File: src/rtl/restador_serial.sv
// restador_serial: bit-serial WIDTH-bit subtractor (a - b), LSB first.
// It uses one full-subtractor cell and a borrow flip-flop, with a start/done handshake.
// Optional feature macro: RESTADOR_OVF_EN. When it is defined, the signed overflow flag is registered.
// When it is undefined, ovf is tied to 0.
module restador_serial #(
  parameter int unsigned WIDTH = 4
) (
  input  logic             clk,
  input  logic             rst_n,
  input  logic             init,
  input  logic [WIDTH-1:0] a,
  input  logic [WIDTH-1:0] b,
  output logic [WIDTH-1:0] diff,
  output logic             bout,
  output logic             ovf,
  output logic             busy,
  output logic             done
);

  localparam int unsigned CntW = (WIDTH > 1) ? $clog2(WIDTH) : 1;
  localparam logic [CntW-1:0] CntLast = CntW'(WIDTH - 1);

  typedef enum logic [1:0] {StIdle, StShift, StDone} state_e;

  state_e           r_state;
  state_e           w_state_nxt;
  logic [WIDTH-1:0] r_ra;
  logic [WIDTH-1:0] r_rb;
  logic [WIDTH-1:0] r_res;
  logic             r_brw;
  logic [CntW-1:0]  r_cnt;
  logic             r_bout;

  logic w_d;
  logic w_brw_n;
  logic w_last;
  logic w_load;
  logic w_shift;

  // Full-subtractor cell on the current LSBs
  assign w_d     = r_ra[0] ^ r_rb[0] ^ r_brw;
  assign w_brw_n = (~r_ra[0] & r_rb[0]) | (~(r_ra[0] ^ r_rb[0]) & r_brw);
  assign w_last  = (r_cnt == CntLast);

  assign diff = r_res;
  assign bout = r_bout;

  // Next-state and handshake outputs
  always_comb begin
    w_state_nxt = r_state;
    w_load      = 1'b0;
    w_shift     = 1'b0;
    busy        = 1'b0;
    done        = 1'b0;
    unique case (r_state)
      StIdle: begin
        if (init) begin
          w_load      = 1'b1;
          w_state_nxt = StShift;
        end
      end
      StShift: begin
        busy    = 1'b1;
        w_shift = 1'b1;
        if (w_last) w_state_nxt = StDone;
      end
      StDone: begin
        done        = 1'b1;
        w_state_nxt = StIdle;
      end
      default: w_state_nxt = StIdle;
    endcase
  end

  // State register
  always_ff @(posedge clk or negedge rst_n) begin
    if (!rst_n) r_state <= StIdle;
    else        r_state <= w_state_nxt;
  end

  // Operand shift registers, borrow, counter, result and final borrow
  always_ff @(posedge clk or negedge rst_n) begin
    if (!rst_n) begin
      r_ra   <= '0;
      r_rb   <= '0;
      r_res  <= '0;
      r_brw  <= 1'b0;
      r_cnt  <= '0;
      r_bout <= 1'b0;
    end else if (w_load) begin
      r_ra  <= a;
      r_rb  <= b;
      r_brw <= 1'b0;
      r_cnt <= '0;
    end else if (w_shift) begin
      r_ra  <= {1'b0, r_ra[WIDTH-1:1]};
      r_rb  <= {1'b0, r_rb[WIDTH-1:1]};
      r_res <= {w_d, r_res[WIDTH-1:1]};
      r_brw <= w_brw_n;
      // Counter saturates at WIDTH-1; it is reloaded on the next start
      if (!w_last) r_cnt <= r_cnt + CntW'(1);
      if (w_last)  r_bout <= w_brw_n;
    end
  end

`ifdef RESTADOR_OVF_EN
  logic r_a_msb;
  logic r_b_msb;
  logic r_ovf;

  // Capture the operand sign bits at load; the last cell output is the result MSB
  always_ff @(posedge clk or negedge rst_n) begin
    if (!rst_n) begin
      r_a_msb <= 1'b0;
      r_b_msb <= 1'b0;
      r_ovf   <= 1'b0;
    end else if (w_load) begin
      r_a_msb <= a[WIDTH-1];
      r_b_msb <= b[WIDTH-1];
    end else if (w_shift && w_last) begin
      r_ovf <= (r_a_msb != r_b_msb) && (w_d != r_a_msb);
    end
  end

  assign ovf = r_ovf;
`else
  assign ovf = 1'b0;
`endif

endmodule

File: config.mk
export PLATFORM = sky130hd
export DESIGN_NAME = restador_serial
export DESIGN_NICKNAME = d
export VERILOG_FILES = /design/src/rtl/restador_serial.sv
export SDC_FILE = /design/constraint.sdc
export NUM_CORES = 1
export LEC_CHECK = 0
export CAP_MARGIN = 5
export CORE_UTILIZATION = 30
export DETAILED_ROUTE_END_ITERATION = 8
export SLEW_MARGIN = 10
export SYNTH_ARGS = -nofsm -noshare
export SYNTH_HDL_FRONTEND = slang
export SYNTH_SLANG_ARGS = --single-unit
File: constraint.sdc
create_clock -name clk -period 1.27 [get_ports clk]
set_input_delay 0.127 -clock clk [delete_from_list [all_inputs] [get_ports clk]]
set_output_delay 0.127 -clock clk [all_outputs]
set_load 0.02 [all_outputs]
==> metrics.txt <==
Synth Warn # 0; total wire length 1690 um; RSZ-0062 raised after global routing true; final worst setup slack 0.0143 ns; max_cap viols 0; final std cells w/o fill 130; met1 Resource Use GR 19.0%; Tightest Hold Check Type in2async; dominant cell type by area after synthesis dfrtp_1; Crit Path Category reg2reg; M3 GR Usage around 6.5%; Post-synth EDFFs 0; dominant synthesized flop cell dfrtp_1; dpl ws -0.161 ns; vias in the first global route roughly 590; Most Crowded Layer GR met1; P&R area growth vs syn 39.0%; VDD IR-drop max roughly 1.2 mV; fin crit period between 1 and 1.5 ns; Final setup violation count 0; die height roughly 54 um; Final GP Congestion about 0.74; Boundary Pins 19; Max Buffers Root-to-Sink 2; vias 638; main area contributors after synthesis dfrtp_1, o22ai_1, mux2_2, a21oi_1, inv_1; drt wl/cell 13.0 um; P per Cell Area approximately 2500 mW/mm^2; Crit-path slowest cell dfrtp_2; Worst-path clk slew 0.09 ns; Final period util 98.9%; met2 Use GR 18.7%; Post-Syn Nets 82; CP arrival 1.44 ns; Crit path required time 1.45 ns; post-detail-place hpwl around 1200 um; max-slew violations 0; Die X 53.8 um; Root Buffer clkbuf_4; placed insts 123; Initial Utilization 32.2%; Synth top area share 55.9%; asr flop ratio synth 100%; Cell Rows 18; mapped cell area 806 sq um; commonest non-fill, non-tap cells in the layout dfrtp_1, buf_4, clkdlybuf4s50_1; Startpoint Class flip-flop; Die Area 0.00290 sq mm; layout cells sized above 1 28.0%; final antenna-violating net count 0; first-pass GRT wire length 2700 um; most common cell after layout, fill and taps aside dfrtp_1; final setup skew around 0.0011 ns; register area share after synthesis 55.9%; Final Hold Vio Count 0; leakage 0.000513 uW; library cells used by synthesis 24; Synth Instances 69; Fmax 0.796 GHz; flops & latches, synth 18; Syn Area/Cell 11.7 sq um; CTS Buf Count 3; CTS tree yes; via/cell ratio 4.91; diode count 0; DRT iter0 DRCs 10; worst skew pair latency 0.28 ns; Core Region 0.00250 sq mm; nets roughly 120; largest net degree at the start of global routing 19; Initial DRT Pass Iterations 2; CP Cell Sequence buf_6 > or2_1 > and2_4 > o221a_1; H-tree depth 1; outcome complete, no violations; clock sink total 18; I/O Buffers 17; gr ovfl total 0; initial antenna violation count 0; Max FO, Critical Path 5; delay-heaviest family, CP flip-flops; overall routing resource usage between 10% and 20%; slowest cell delay on critical path about 0.45 ns; CP endpoint kind flip-flop; number of buffers and inverters on the critical path 1; DR DRC count 0
## synthesized netlist by cell type (2+ instances only)
master / instances
a21oi_1: 5
a2bb2oi_1: 2
a22o_1: 2
o2bb2ai_1: 2
o22ai_1: 9
nand2b_1: 3
inv_1: 6
nor2_1: 3
nand2_1: 2
dfrtp_1: 18
mux2_2: 4
## cell type report
cell class	instances	area, sq um
multi-input cells	43	320
repair buffers	30	262
clock buffers	3	22.5
flip-flops and latches	18	452
inverters	6	26.3
well taps	30	37.5
fillers	235	1380
## state kept, by name, summed over array words and instances (netlist names)
signal and cells:
r_cnt 2, r_brw 1, diff 4, r_ra 4, r_rb 4, bout 1, r_state 2
## metal layers
layer | vias to the layer above | share of wire [%]
li1 | 316 | -
met1 | 304 | 47
met2 | 16 | 45
met3 | 2 | 6.6
met4 | 0 | 1.1
met5 | - | 0
## where the power goes
| part | leakage [uW] | switching [uW] | internal (uW) |
|---|---|---|---|
| sequential | 0.000219 | 185 | 849 |
| combinational | 0.000280 | 701 | 810 |
| clock | 0.0000138 | 162 | 110 |
## worst reg2reg max path, stage by stage (launching register included)
cell and delay, ns:
dfrtp_2 0.45, buf_6 0.12, or2_1 0.21, and2_4 0.16
o221a_1 0.21
## through the flow
step | utilization (%) | setup TNS [ns] | hold WS [ns] | instance area, sq um | power, uW
3_5_place_dp | 42.5 | -0.633 | 0.475 | 1060 | 2490
5_1_grt | 44.8 | -0.163 | 0.167 | 1120 | 3030
6_report | 44.8 | 0 | 0.157 | 1120 | 2820
3_3_place_gp | 42.5 | -0.426 | 0.476 | 1060 | 2450
2_1_floorplan | - | 0 | -0.169 | 806 | 1930
4_1_cts | 43.6 | 0 | 0.150 | 1090 | 2720
## cell families (layout without fill, tap and decap cells)
kind of cell             Yosys count  after routing  share of synthesized area, %
multiplexers                       4              4                          5.59
AO/OA/AOI/OAI                     23             23                          19.6
flip-flops                        18             18                          55.9
adder cells (fa/ha/maj)            2              2                          4.04
other                              1              1                         0.465
buffers and inverters              8             39                          5.12
AND/OR/NAND/NOR                   13             13                          9.32
## timing repair
item                       CTS  global route
resized for setup           12            10
pin swaps                    3             2
setup buffers                2             2
hold buffers                 0             0
setup endpoints to repair    8             8
## path summary, 6_finish.rpt
path,from,to,slack [ns],cells after the start
worst min-delay path,rst_n,r_state[1]$_DFFE_PN0P_,0.16,2
min in group clk,a[3],r_ra[3]$_DFFE_PN0P_,0.45,2
worst min register to register,bout$_DFFE_PN0P_,bout$_DFFE_PN0P_,0.50,2
worst max register to register,r_state[0]$_DFFE_PN0P_,r_rb[1]$_DFFE_PN0P_,0.01,4
max in group asynchronous,rst_n,r_state[0]$_DFFE_PN0P_,0.91,2
worst max-delay path,r_state[0]$_DFFE_PN0P_,r_rb[1]$_DFFE_PN0P_,0.01,4
No activity file was read; power rests on OpenSTA's default activity.
